File: config.mk
export PLATFORM = sky130hd
export DESIGN_NAME = mat_mult_stream
export DESIGN_NICKNAME = d
export VERILOG_FILES = /design/src/rtl/mat_pkg.sv /design/src/rtl/mat_operand_buf.sv /design/src/rtl/mat_mult_stream.sv
export SDC_FILE = /design/constraint.sdc
export NUM_CORES = 1
export LEC_CHECK = 0
export BUFFER_PORTS_ARGS = -buffer_cell sky130_fd_sc_hd__buf_2
export CAP_MARGIN = 5
export CORE_ASPECT_RATIO = 1.5
export CORE_UTILIZATION = 65
export DETAILED_ROUTE_END_ITERATION = 16
export GPL_ROUTABILITY_DRIVEN = 0
export PLACE_DENSITY = 0.95
export SLEW_MARGIN = 5
export SYNTH_ARGS = -nofsm -noshare
export SYNTH_HDL_FRONTEND = slang
export SYNTH_SLANG_ARGS = --single-unit
File: constraint.sdc
create_clock -name i_clk -period 15.52 [get_ports i_clk]
set_input_delay 4.656 -clock i_clk [delete_from_list [all_inputs] [get_ports i_clk]]
set_output_delay 4.656 -clock i_clk [all_outputs]
set_load 0.02 [all_outputs]
File: src/rtl/mat_pkg.sv
// Shared types and width helpers for the streaming matrix multiplier.
// Also holds the result narrowing (shift then clamp or truncate).
package mat_pkg;

  typedef enum logic [1:0] {
    LOAD,
    CALC,
    EMIT
  } state_t;

  function automatic int clog2(input int v);
    int r;
    r = 0;
    while ((1 << r) < v) r++;
    return r;
  endfunction

  function automatic int max1(input int v);
    return (v < 1) ? 1 : v;
  endfunction

  function automatic int acc_w(input int n, input int dw);
    return 2 * dw + max1(clog2(n));
  endfunction

  function automatic int idx_w(input int n);
    return max1(clog2(n));
  endfunction

  function automatic int addr_w(input int n);
    return max1(clog2(n * n));
  endfunction

  function automatic int cnt_w(input int n);
    return clog2(n * n + 1);
  endfunction

  function automatic logic [63:0] narrow(
    input logic [63:0] acc,
    input int          shift,
    input int          out_w,
    input bit          sat
  );
    logic [63:0] s;
    logic [63:0] m;
    s = acc >> shift;
    m = (64'd1 << out_w) - 64'd1;
    if (sat && (s > m)) return m;
    return s & m;
  endfunction

endpackage

File: src/rtl/mat_operand_buf.sv
// One N*N operand store: row-major write counter, registered accept,
// full flag and an unregistered indexed read port.
module mat_operand_buf
  import mat_pkg::*;
#(
  parameter int N      = 3,
  parameter int DATA_W = 8
) (
  input  logic                      i_clk,
  input  logic                      i_rst_n,
  input  logic [DATA_W-1:0]         i_num,
  input  logic                      i_num_valid,
  input  logic                      i_load,
  input  logic                      i_clr,
  output logic                      o_read,
  output logic                      o_full,
  input  logic [addr_w(N)-1:0]      i_rd_idx,
  output logic [DATA_W-1:0]         o_rd_data
);

  localparam int NN = N * N;
  localparam int AW = addr_w(N);
  localparam int CW = cnt_w(N);

  logic [DATA_W-1:0] mem [NN];
  logic [CW-1:0]     cnt;
  logic [CW-1:0]     cnt_nxt;
  logic              wr;

  assign wr = o_read & i_num_valid;

  always_comb begin
    cnt_nxt = cnt;
    if (i_clr) cnt_nxt = '0;
    else if (wr) cnt_nxt = cnt + CW'(1);
  end

  // accept drops on the edge that takes the last element
  always_ff @(posedge i_clk or negedge i_rst_n) begin
    if (!i_rst_n) begin
      cnt    <= '0;
      o_read <= 1'b0;
    end else begin
      cnt    <= cnt_nxt;
      o_read <= i_load && (cnt_nxt < CW'(NN));
    end
  end

  always_ff @(posedge i_clk) begin
    if (wr) mem[cnt[AW-1:0]] <= i_num;
  end

  assign o_full    = (cnt == CW'(NN));
  assign o_rd_data = mem[i_rd_idx];

endmodule

File: src/rtl/mat_mult_stream.sv
// Streaming N x N unsigned matrix multiplier: buffer A and B,
// one MAC per cycle, emit C row-major over valid/ready.
module mat_mult_stream
  import mat_pkg::*;
#(
  parameter int N         = 3,
  parameter int DATA_W    = 8,
  parameter int OUT_W     = 8,
  parameter int RES_SHIFT = 0,
  parameter int SATURATE  = 1
) (
  input  logic              i_clk,
  input  logic              i_rst_n,
  input  logic [DATA_W-1:0] i_a_num,
  input  logic              i_a_num_valid,
  output logic              o_a_read,
  input  logic [DATA_W-1:0] i_b_num,
  input  logic              i_b_num_valid,
  output logic              o_b_read,
  input  logic              i_res_ready,
  output logic [OUT_W-1:0]  o_res_data,
  output logic              o_res_valid,
  output logic              o_res_last
);

  localparam int ACC_W = acc_w(N, DATA_W);
  localparam int IW    = idx_w(N);
  localparam int AW    = addr_w(N);
  localparam logic [IW-1:0] NM1 = IW'(N - 1);

  state_t state, state_nxt;

  logic              a_full, b_full;
  logic              armed, go, fire;
  logic              k_end, last_el;
  logic              load_en;
  logic [IW-1:0]     row, col, k;
  logic [AW-1:0]     a_addr, b_addr;
  logic [DATA_W-1:0] a_val, b_val;
  logic [ACC_W-1:0]  acc, acc_sum;

  mat_operand_buf #(.N(N), .DATA_W(DATA_W)) u_a (
    .i_clk      (i_clk),
    .i_rst_n    (i_rst_n),
    .i_num      (i_a_num),
    .i_num_valid(i_a_num_valid),
    .i_load     (load_en),
    .i_clr      (go),
    .o_read     (o_a_read),
    .o_full     (a_full),
    .i_rd_idx   (a_addr),
    .o_rd_data  (a_val)
  );

  mat_operand_buf #(.N(N), .DATA_W(DATA_W)) u_b (
    .i_clk      (i_clk),
    .i_rst_n    (i_rst_n),
    .i_num      (i_b_num),
    .i_num_valid(i_b_num_valid),
    .i_load     (load_en),
    .i_clr      (go),
    .o_read     (o_b_read),
    .o_full     (b_full),
    .i_rd_idx   (b_addr),
    .o_rd_data  (b_val)
  );

  assign k_end   = (k == NM1);
  assign last_el = (row == NM1) && (col == NM1);
  assign fire    = o_res_valid && i_res_ready;
  assign go      = (state == LOAD) && armed;
  assign a_addr  = AW'(row) * AW'(N) + AW'(k);
  assign b_addr  = AW'(k) * AW'(N) + AW'(col);
  assign acc_sum = ((k == '0) ? '0 : acc)
                 + ACC_W'(a_val) * ACC_W'(b_val);

  always_ff @(posedge i_clk or negedge i_rst_n) begin
    if (!i_rst_n) state <= LOAD;
    else          state <= state_nxt;
  end

  always_comb begin
    state_nxt = state;
    unique case (state)
      LOAD: if (go) state_nxt = CALC;
      CALC: if (k_end) state_nxt = EMIT;
      EMIT: if (fire) state_nxt = o_res_last ? LOAD : CALC;
      default: state_nxt = LOAD;
    endcase
  end

  always_comb begin
    load_en = (state_nxt == LOAD);
  end

  // armed adds the single settle cycle between both-full and CALC
  always_ff @(posedge i_clk or negedge i_rst_n) begin
    if (!i_rst_n) armed <= 1'b0;
    else armed <= (state == LOAD) && a_full && b_full && !armed;
  end

  always_ff @(posedge i_clk or negedge i_rst_n) begin
    if (!i_rst_n) begin
      row         <= '0;
      col         <= '0;
      k           <= '0;
      acc         <= '0;
      o_res_data  <= '0;
      o_res_valid <= 1'b0;
      o_res_last  <= 1'b0;
    end else begin
      unique case (state)
        LOAD: begin
          if (go) begin
            row <= '0;
            col <= '0;
            k   <= '0;
          end
        end
        CALC: begin
          acc <= acc_sum;
          if (k_end) begin
            k           <= '0;
            o_res_data  <= OUT_W'(narrow(64'(acc_sum), RES_SHIFT,
                                         OUT_W, SATURATE != 0));
            o_res_valid <= 1'b1;
            o_res_last  <= last_el;
          end else begin
            k <= k + IW'(1);
          end
        end
        EMIT: begin
          if (fire) begin
            o_res_valid <= 1'b0;
            o_res_last  <= 1'b0;
            if (o_res_last) begin
              row <= '0;
              col <= '0;
            end else if (col == NM1) begin
              col <= '0;
              row <= row + IW'(1);
            end else begin
              col <= col + IW'(1);
            end
          end
        end
        default: ;
      endcase
    end
  end

endmodule

**After elaboration in Yosys (flattened, before gate mapping)**

Memory sizes are Yosys's and may differ from the RTL's.
Cells that the tools add are included.

- Register bits after elaboration: 47
- Bits of input ports: 21
- Memory bits (writable): 144
- Output and inout port bits: 12
- Memories kept: 2

Memories:

| name | words | bits a word | rd ports | clocked after memory_dff | write ports | RTL line | source |
|---|---|---|---|---|---|---|---|
| u_a.mem | 9 | 8 | 1 | 0 | 1 | mat_operand_buf.sv:25 | `logic [DATA_W-1:0] mem [NN];` |
| u_b.mem | 9 | 8 | 1 | 0 | 1 | mat_operand_buf.sv:25 |  |

- Bitwise operators: 2
- Reductions and logical operators: 20
- $add $sub $neg: 8
- Magnitude comparators: 3
- Multiply operators: 3
- Multiplexer cells: 35
- Eq/ne operators: 11

Operators with widths:

| operator | count |
|---|---|
| $mux 2 | 11 |
| $add 18x16->18 | 1 |
| $gt 18x8->1 const B | 1 |
| $mux 18 | 1 |
| $mul 8x8->16 | 1 |
| $mux 4 | 4 |
| $mux 8 | 2 |
| $pmux 2 s2 | 3 |
| $mux 1 | 11 |
| $add 4x1->4 const B | 2 |
| $add 4x2->4 | 2 |
| $eq 2x2->1 const B | 4 |
| $eq 4x4->1 const B | 2 |
| $logic_and 1x1->1 | 8 |
| $lt 4x4->1 const B | 2 |
| $mul 2x2->4 const B | 2 |
| $add 2x1->2 const B | 3 |
| $logic_not 2->1 | 3 |
| $ne 2x2->1 const B | 3 |
| $pmux 2 s3 | 1 |
| $reduce_and 3->1 | 2 |
| $reduce_bool 2->1 | 3 |
| $pmux 1 s2 | 2 |
| $reduce_and 2->1 | 2 |
| other kinds (5) | 6 |

**Logic depth before layout (Yosys ltp)**

Gate-level depths: netlist of run 1.
An unclocked memory read counts as a cell.

- Depth in word-level cells: 10
- Mapped depth: 29

**Cells and area by module**

A second synthesis of run 1 with hierarchy kept.

- Cells, all modules: 863
- Area, all modules: 10,775.3 um^2

By module, submodules not included:

| module | area an instance (um^2) | times used | seq. area each (um^2) | cells each |
|---|---|---|---|---|
| mat_mult_stream | 4,449.3 | 1 | 925.9 | 488 |
| mat_operand_buf (u_b) | 3,164.3 | 1 | 2,287.2 | 188 |
| mat_operand_buf (u_a) | 3,161.8 | 1 | 2,287.2 | 187 |

**Worst setup path after synthesis of run 1**

OpenSTA, ideal clock, no wires.

- Kind: register -> register
- From: register k[1]
- To: register o_res_data[5]
- Library setup time: 0.162 ns
- Path slack: 8.608 ns
- Period minus slack after synthesis: 6.912 ns
- Stages on the path, launching flop included: 28
- Data required time: 15.358 ns
- Path buffers: 2
- Data arrival time: 6.750 ns
- Cells stage by stage: dfrtp_1 -> inv_1 -> fa_1 -> inv_1 -> ha_1 -> inv_1 -> fa_1 -> buf_1 -> mux2i_1 -> nand2_1 -> o21ai_1 -> or2_2 -> fa_1 -> fa_1 -> inv_1 -> fa_1 -> inv_1 -> fa_1 -> inv_1 -> ha_1 -> a21oi_1 -> o211ai_1 -> o2111a_1 -> or4b_1 -> nand3_1 -> and4_1 -> buf_6 -> a41oi_1

- Cells in the longest elaborated chain, start to end: 10
- Elaborated cells on any way between the ends: 16
- Classes of those cells: add/sub (3); mul (2); order compare (1); eq/ne (1); mux (5); reduce/logical (2); memory (2)

Ends and longest elaborated chain:

| element | RTL line | source |
|---|---|---|
| from (decl) | mat_mult_stream.sv:37 | `logic [IW-1:0] row, col, k;` |
| from (signal assigned) | mat_mult_stream.sv:129 | `k <= k + IW'(1);` |
| $mul 2x2->4 | mat_mult_stream.sv:73 | `assign b_addr = AW'(k) * AW'(N) + AW'(col);` |
| $add 4x2->4 | mat_mult_stream.sv:73 |  |
| $mem_v2 9x8 | - |  |
| $mul 8x8->16 | mat_mult_stream.sv:75 | `+ ACC_W'(a_val) * ACC_W'(b_val);` |
| $add 18x16->18 | mat_mult_stream.sv:75 |  |
| $gt 18x8->1 | mat_pkg.sv:48 | `if (sat && (s > m)) return m;` |
| $mux 1 | mat_pkg.sv:48 |  |
| $mux 1 | mat_mult_stream.sv:122 | `if (k_end) begin` |
| $mux 1 | mat_mult_stream.sv:112 | `unique case (state)` |
| $mux 8 | mat_pkg.sv:49 | `return s & m;` |
| to (signal assigned) | mat_mult_stream.sv:124 | `o_res_data <= OUT_W'(narrow(64'(acc_sum), RES_SHIFT,` |
| to (decl) | mat_mult_stream.sv:21 | `output logic [OUT_W-1:0] o_res_data,` |

Parallel ways exist; a longest one is shown, timed or not. The select of a mux whose other input is x is not followed.
A chain may end at the register's enable or synchronous reset.

**Worst setup path after layout of run 1**

- From: register k[0]
- To: register o_res_data[0]

The elaborated chain is that of the path after synthesis.

==> results of run 1 <==
[routing by layer]
metal	routed length, um	share of wire, %	vias to the layer above	GRT usage (%)
met3	1620	6.9	106	5.68
met2	12400	53	395	54.0
li1	-	-	2897	-
met4	1270	5.4	0	20.0
met5	0	0	-	0
met1	8170	35	3371	34.1
[stage by stage]
| step | util, % | hold slack, ns | cell area [um^2] | instances | worst slack, ns |
|---|---|---|---|---|---|
| global route | 72.6 | 0.518 | 11400 | 1061 | 7.09 |
| detailed placement | 69.0 | 0.462 | 10900 | 1029 | 7.64 |
| CTS | 72.6 | 0.479 | 11400 | 1061 | 7.52 |
| floorplan | - | 0.442 | 10500 | 816 | 8.61 |
| finish | 72.6 | 0.476 | 11400 | 1061 | 7.46 |
| global placement | 69.0 | 0.454 | 10900 | 1029 | 8.12 |
[final cells by class]
class	count	share of cell area, %
Sequential cell	191	48.0
Inverter	104	3.41
Tap cell	203	2.22
Clock buffer	17	3.72
Timing Repair Buffer	38	1.79
Clock inverter	15	1.28
Multi-Input combinational cell	493	39.5
[Yosys cell counts (3+ instances only)]
cell / instances
xnor2_1: 12
a21oi_1: 20
ha_1: 57
a41oi_1: 8
buf_1: 4
and2_1: 6
nand3b_1: 3
mux4_2: 32
nor2_1: 72
buf_2: 7
o22ai_1: 5
inv_1: 104
dfrtp_1: 47
nor3_1: 6
and3_1: 4
mux2i_1: 18
fa_1: 54
o211ai_1: 4
nor2b_1: 13
o21ai_1: 14
edfxtp_1: 144
nand2b_1: 22
nand2_1: 49
o21ai_0: 29
nand3_1: 8
a21o_1: 7
clkbuf_1: 13
xor2_1: 7
nand4_1: 5
or2_2: 15
[tightest hold or removal path: stages, from the launching register on]
cell and delay (ns):
dfrtp_1 0.34, nand2_1 0.04, o21ai_0 0.06
[cell families (layout without fill, tap and decap cells)]
| group | Yosys count | after routing |
|---|---|---|
| xor gates and xnor gates | 19 | 19 |
| and+or+nand+nor | 213 | 213 |
| DFF | 191 | 191 |
| buffers and inverters | 132 | 174 |
| adders and majority gates | 111 | 111 |
| AOI/OAI and AO/OA | 98 | 98 |
| muxes | 52 | 52 |
[sequential cells by signal, indices dropped and copies added, names as in the netlist]
| name | count |
|---|---|
| k | 2 |
| u_b.mem | 72 |
| u_a.mem | 72 |
| state | 2 |
| o_res_data | 8 |
| armed | 1 |
| col | 2 |
| u_b.o_read | 1 |
| o_res_last | 1 |
| acc | 18 |
| row | 2 |
| u_b.cnt | 4 |
| o_res_valid | 1 |
| u_a.o_read | 1 |
| u_a.cnt | 4 |
[how the worst max path moves through the flow]
stage	from	depth (start not counted)	endpoint
global placement	k[0]	24	o_res_data[5]
finish	k[0]	24	o_res_data[0]
global route	k[0]	24	o_res_data[0]
CTS	k[0]	24	o_res_data[0]
detailed placement	k[0]	24	o_res_data[0]
floorplan	k[1]	27	o_res_data[5]
==> flow_summary.yaml, run 1 <==
sta:
  rsz0062_at_grt: "false"
  worst_pin_slew_ns: 1.13
  slew_headroom_pct: 24.9
  finalHoldViolations: 0
  min_period_ns: 8.06
  finalSetupViolations: 0
  fmaxAchievable_mhz: 124
  drv_slew: 0
  fin_tns_setup_ns: 0
  skew_ns: 0.0134
  fin_crit_sh_pct: 51.9
critical_path:
  crit_fanout: 16
  critPathSlowestCell: "ha_1"
  critical_path_class: "reg2reg"
  critPathBufInv: 5
  cp.required_ns: 15.79
  rr_startpoint: "k[0]"
  cp_cell_sequence: "inv_1, fa_1, inv_1, ha_1, mux4_2, mux2i_1, nand2_1, o21ai_1, or2_2, fa_1, fa_1, inv_1, fa_1, inv_1, fa_1, inv_1, ha_1, a21oi_1, o21ai_0, a21oi_1, xor2_1, nor4b_4, and4_1, a41oi_1"
  rr_endpoint: "o_res_data[0]"
  reg2regPathDepth: 24
  reg2reg_slack_ns: 7.46
  cpPeakStageDelay_ns: 0.76
  worstPathArrival_ns: 8.33
  start_kind: "flip-flop"
  end_kind: "flip-flop"
  critPathTopFamily: "adder cells"
grt:
  grt_pass1_vias: 7214
  track_usage_pct: 30.7
  overflow: 0
  grt_start_max_net_pins: 48
  antenna_found_initial: 0
  grt_pass1_wl_mm: 37.4
synth:
  synth_top_area_share_pct: 41.0
  yosys.area_share.simple_pct: 9.95
  synth-seq-cells: 191
  synthXorXnorAreaFrac_pct: 1.58
  syn_inst: 816
  synth_top_family_by_area: "adder cells"
  synth_mux_area_share_pct: 8.76
  synth-main-ff-cell: "edfxtp_1"
  ys_types: 49
  yosysSeqAreaShare_pct: 52.2
  synth_nets: 948
  syn_area_um2: 10500
  syn_avg_cell_area_um2: 12.9
  ys_async_sr_fraction_pct: 24.6
  synthTopCellsByArea: "edfxtp_1, dfrtp_1, fa_1"
  synth_compound_area_share_pct: 5.61
  synth-edff-count: 144
  yosysWarnings: 0
  synth_adder_area_share_pct: 17.0
  yosysTopAreaCell: "edfxtp_1"
clock_tree:
  numCtsBuffers: 17
  cts.clk_slew.worst_paths_ns: 0.07
  postCtsSetupBuffers: 0
  cts.sinks: 191
  worstSkewPairLatency_ns: 0.44
  htree_levels: 4
  clockRootBuffer: "clkbuf_16"
  cts_tree: "done"
  cts.path.max_buffers: 2
  cts_resized: 0
  ctsHoldBuffers: 0
die:
  rows: 56
  die_x_um: 106
  die_area_um2: 16700
  initial_utilization_pct: 66.9
  core-area_um2: 15800
  dieHeight_um: 158
  io_pins: 33
layout:
  final_layout_size_suffix_gt1_share_pct: 14.3
  final_common_cell: "edfxtp_1"
  syn_to_final_growth_pct: 8.54
  seq_area_um2: 5500
  final_cell_mix: "edfxtp_1, inv_1, nor2_1, ha_1, fa_1"
  multi_input_comb_area_um2: 4530
  final_nets: 977
  final.fill_count: 912
  n_antenna_cell: 0
drt:
  routed_wl_mm: 23.5
  drtAntennaViolNets: 0
  vias: 6769
  viasPerCell: 6.38
  first_iter_violations: 616
  drc_errors: 0
  drtPass1Iterations: 5
  wl_per_cell_um: 22.2
flow_run:
  drv_cap: 0
min_path:
  hp-start: "acc[16]"
  worstHoldPathCells: 2
  min_to: "acc[16]"
  hp-class: "reg2reg"
place:
  portBuffers: 32
  place_hpwl_mm: 15.6
status:
  status: "finished clean"
Power of run 1 is left out: the tool's default activity adds up to more than one toggle a clock period on the data nets, which glitch-free logic cannot reach.
==> run 2, diff against run 1 <==
--- a/config.mk
+++ b/config.mk
@@ -8,10 +8,10 @@
 export BUFFER_PORTS_ARGS = -buffer_cell sky130_fd_sc_hd__buf_2
 export CAP_MARGIN = 5
 export CORE_ASPECT_RATIO = 1.5
-export CORE_UTILIZATION = 65
+export CORE_UTILIZATION = 63
 export DETAILED_ROUTE_END_ITERATION = 16
 export GPL_ROUTABILITY_DRIVEN = 0
-export PLACE_DENSITY = 0.95
+export PLACE_DENSITY = 0.93
 export SLEW_MARGIN = 5
 export SYNTH_ARGS = -nofsm -noshare
 export SYNTH_HDL_FRONTEND = slang
==> constraint.sdc (replaced) <==
create_clock -name i_clk -period 8.3 [get_ports i_clk]
set_input_delay 2.49 -clock i_clk [delete_from_list [all_inputs] [get_ports i_clk]]
set_output_delay 2.49 -clock i_clk [all_outputs]
set_load 0.02 [all_outputs]
==> run 2 against run 1 <==
  * Clock skew decreased by 0.0011 ns
  * Flip-flop and latch count is the same
  * First-iteration DRC count down 21%
  * Non-clock buffer count rose by 3
  * Utilization fell by 1.8 points
  * Maximum frequency grew 3.7%
  * Wire length decreased by 6.6%
  * Global-route usage is 2.7 points lower
  * Cell count is 0.57% higher
  * Worst hold slack improved by 0.0053 ns
  * Setup slack lost 6.9 ns
==> flow_summary.yaml, run 2 (same netlist as run 1, synthesis figures left out) <==
status:
  status: "finished clean"
layout:
  final_cell_mix: "edfxtp_1, inv_1, nor2_1, ha_1, fa_1"
  final_nets: 980
  final_layout_size_suffix_gt1_share_pct: 14.6
  syn_to_final_growth_pct: 9.15
  final_common_cell: "edfxtp_1"
  fin_util_pct: 70.8
  n_antenna_cell: 0
sta:
  skew_ns: 0.0124
  fmaxAchievable_mhz: 129
  worst_pin_slew_ns: 0.886
  slew_headroom_pct: 41.0
  min_period_ns: 7.77
  drv_slew: 0
  finalHoldViolations: 0
  rsz0062_at_grt: "false"
  fin_tns_setup_ns: 0
  fin_crit_sh_pct: 93.6
  finalSetupViolations: 0
die:
  dieHeight_um: 160
  rows: 57
  core-area_um2: 16300
  initial_utilization_pct: 64.9
  die_x_um: 108
  io_pins: 33
  die_area_um2: 17300
drt:
  vias: 6532
  drtAntennaViolNets: 0
  wl_per_cell_um: 20.6
  routed_wl_mm: 22.0
  first_iter_violations: 485
  viasPerCell: 6.12
  drc_errors: 0
  drtPass1Iterations: 5
grt:
  antenna_found_initial: 0
  overflow: 0
  grt_pass1_vias: 6997
  track_usage_pct: 28.0
  grt_pass1_wl_mm: 35.5
  grt_start_max_net_pins: 48
clock_tree:
  cts_resized: 0
  cts_tree: "done"
  clockRootBuffer: "clkbuf_16"
  ctsHoldBuffers: 0
  postCtsSetupBuffers: 0
  cts.path.max_buffers: 2
  worstSkewPairLatency_ns: 0.44
  htree_levels: 4
  numCtsBuffers: 17
  cts.sinks: 191
  cts.clk_slew.worst_paths_ns: 0.07
min_path:
  hp-class: "reg2reg"
critical_path:
  reg2reg_slack_ns: 0.53
  rr_startpoint: "k[0]"
  crit_end: "o_res_data[0]"
  critical_path_class: "reg2reg"
  reg2regPathDepth: 24
  cp.required_ns: 8.57
  crit_start: "k[0]"
  crit_fanout: 16
  worstPathArrival_ns: 8.04
  rr_endpoint: "o_res_data[0]"
  end_kind: "flip-flop"
  start_kind: "flip-flop"
place:
  portBuffers: 32
  place_hpwl_mm: 15.3
flow_run:
  drv_cap: 0
## run 2: changes by cell type in the layout (fill, tap and decap cells not counted), moves of 3 or more
| cell | delta |
|---|---|
| inv_8 | -5 |
| buf_4 | +3 |
| bufinv_16 | +3 |
| clkinv_4 | +3 |
## run 2: worst max-delay path: stages (launching register included)
cell      delay [ns]
dfrtp_1         0.46
inv_1           0.16
fa_1            0.53
inv_1           0.05
ha_2            0.61
mux4_2          0.57
mux2i_1         0.24
nand2_1         0.12
o21ai_1         0.35
or2_2           0.23
fa_1            0.44
fa_1            0.54
inv_1           0.06
fa_1            0.54
inv_1           0.06
fa_1            0.53
inv_1           0.04
ha_1            0.36
a21oi_1         0.23
o211ai_1        0.14
o2111a_1        0.18
nor2_1          0.18
o211ai_1        0.12
xnor2_1         0.59
a41oi_1         0.25
## run 2: cell type report
| cell class | count | area [um^2] |
|---|---|---|
| Clock buffer | 20 | 447 |
| Clock inverter | 12 | 160 |
| Fill cell | 983 | 4750 |
| Inverter | 104 | 390 |
| Multi-Input combinational cell | 493 | 4530 |
| Sequential cell | 191 | 5500 |
| Tap cell | 206 | 258 |
| Timing Repair Buffer | 41 | 228 |
## run 2: metal layers
metal / vias up / track usage (%) / part of all wire [%] / wire length [um]
li1: 2894 / - / - / -
met5: - / 0 / 0 / 0
met1: 3251 / 32.4 / 37 / 8040
met3: 62 / 6.37 / 5.6 / 1230
met2: 325 / 49.4 / 55 / 12000
met4: 0 / 11.9 / 3.2 / 707
## run 2: worst min-delay path by stage
stage                  from      end  slack [ns]  cells past startpoint
floorplan            acc[0]   acc[0]        0.44                      2
global placement     acc[0]   acc[0]        0.45                      2
detailed placement  acc[16]  acc[16]        0.47                      2
CTS                 acc[15]  acc[15]        0.49                      2
global route        acc[15]  acc[15]        0.52                      2
finish              acc[16]  acc[16]        0.48                      2
## run 2: per-stage QoR
step | cell area, um^2 | setup slack (ns) | hold slack (ns) | cells
after floorplan | 10500 | 1.39 | 0.442 | 816
after global placement | 10900 | 0.875 | 0.455 | 1035
after detailed placement | 10900 | 0.480 | 0.471 | 1035
after CTS | 11500 | 0.356 | 0.488 | 1067
after global routing | 11500 | 0.0735 | 0.523 | 1067
final | 11500 | 0.531 | 0.482 | 1067
Power of run 2 is left out for the same reason.
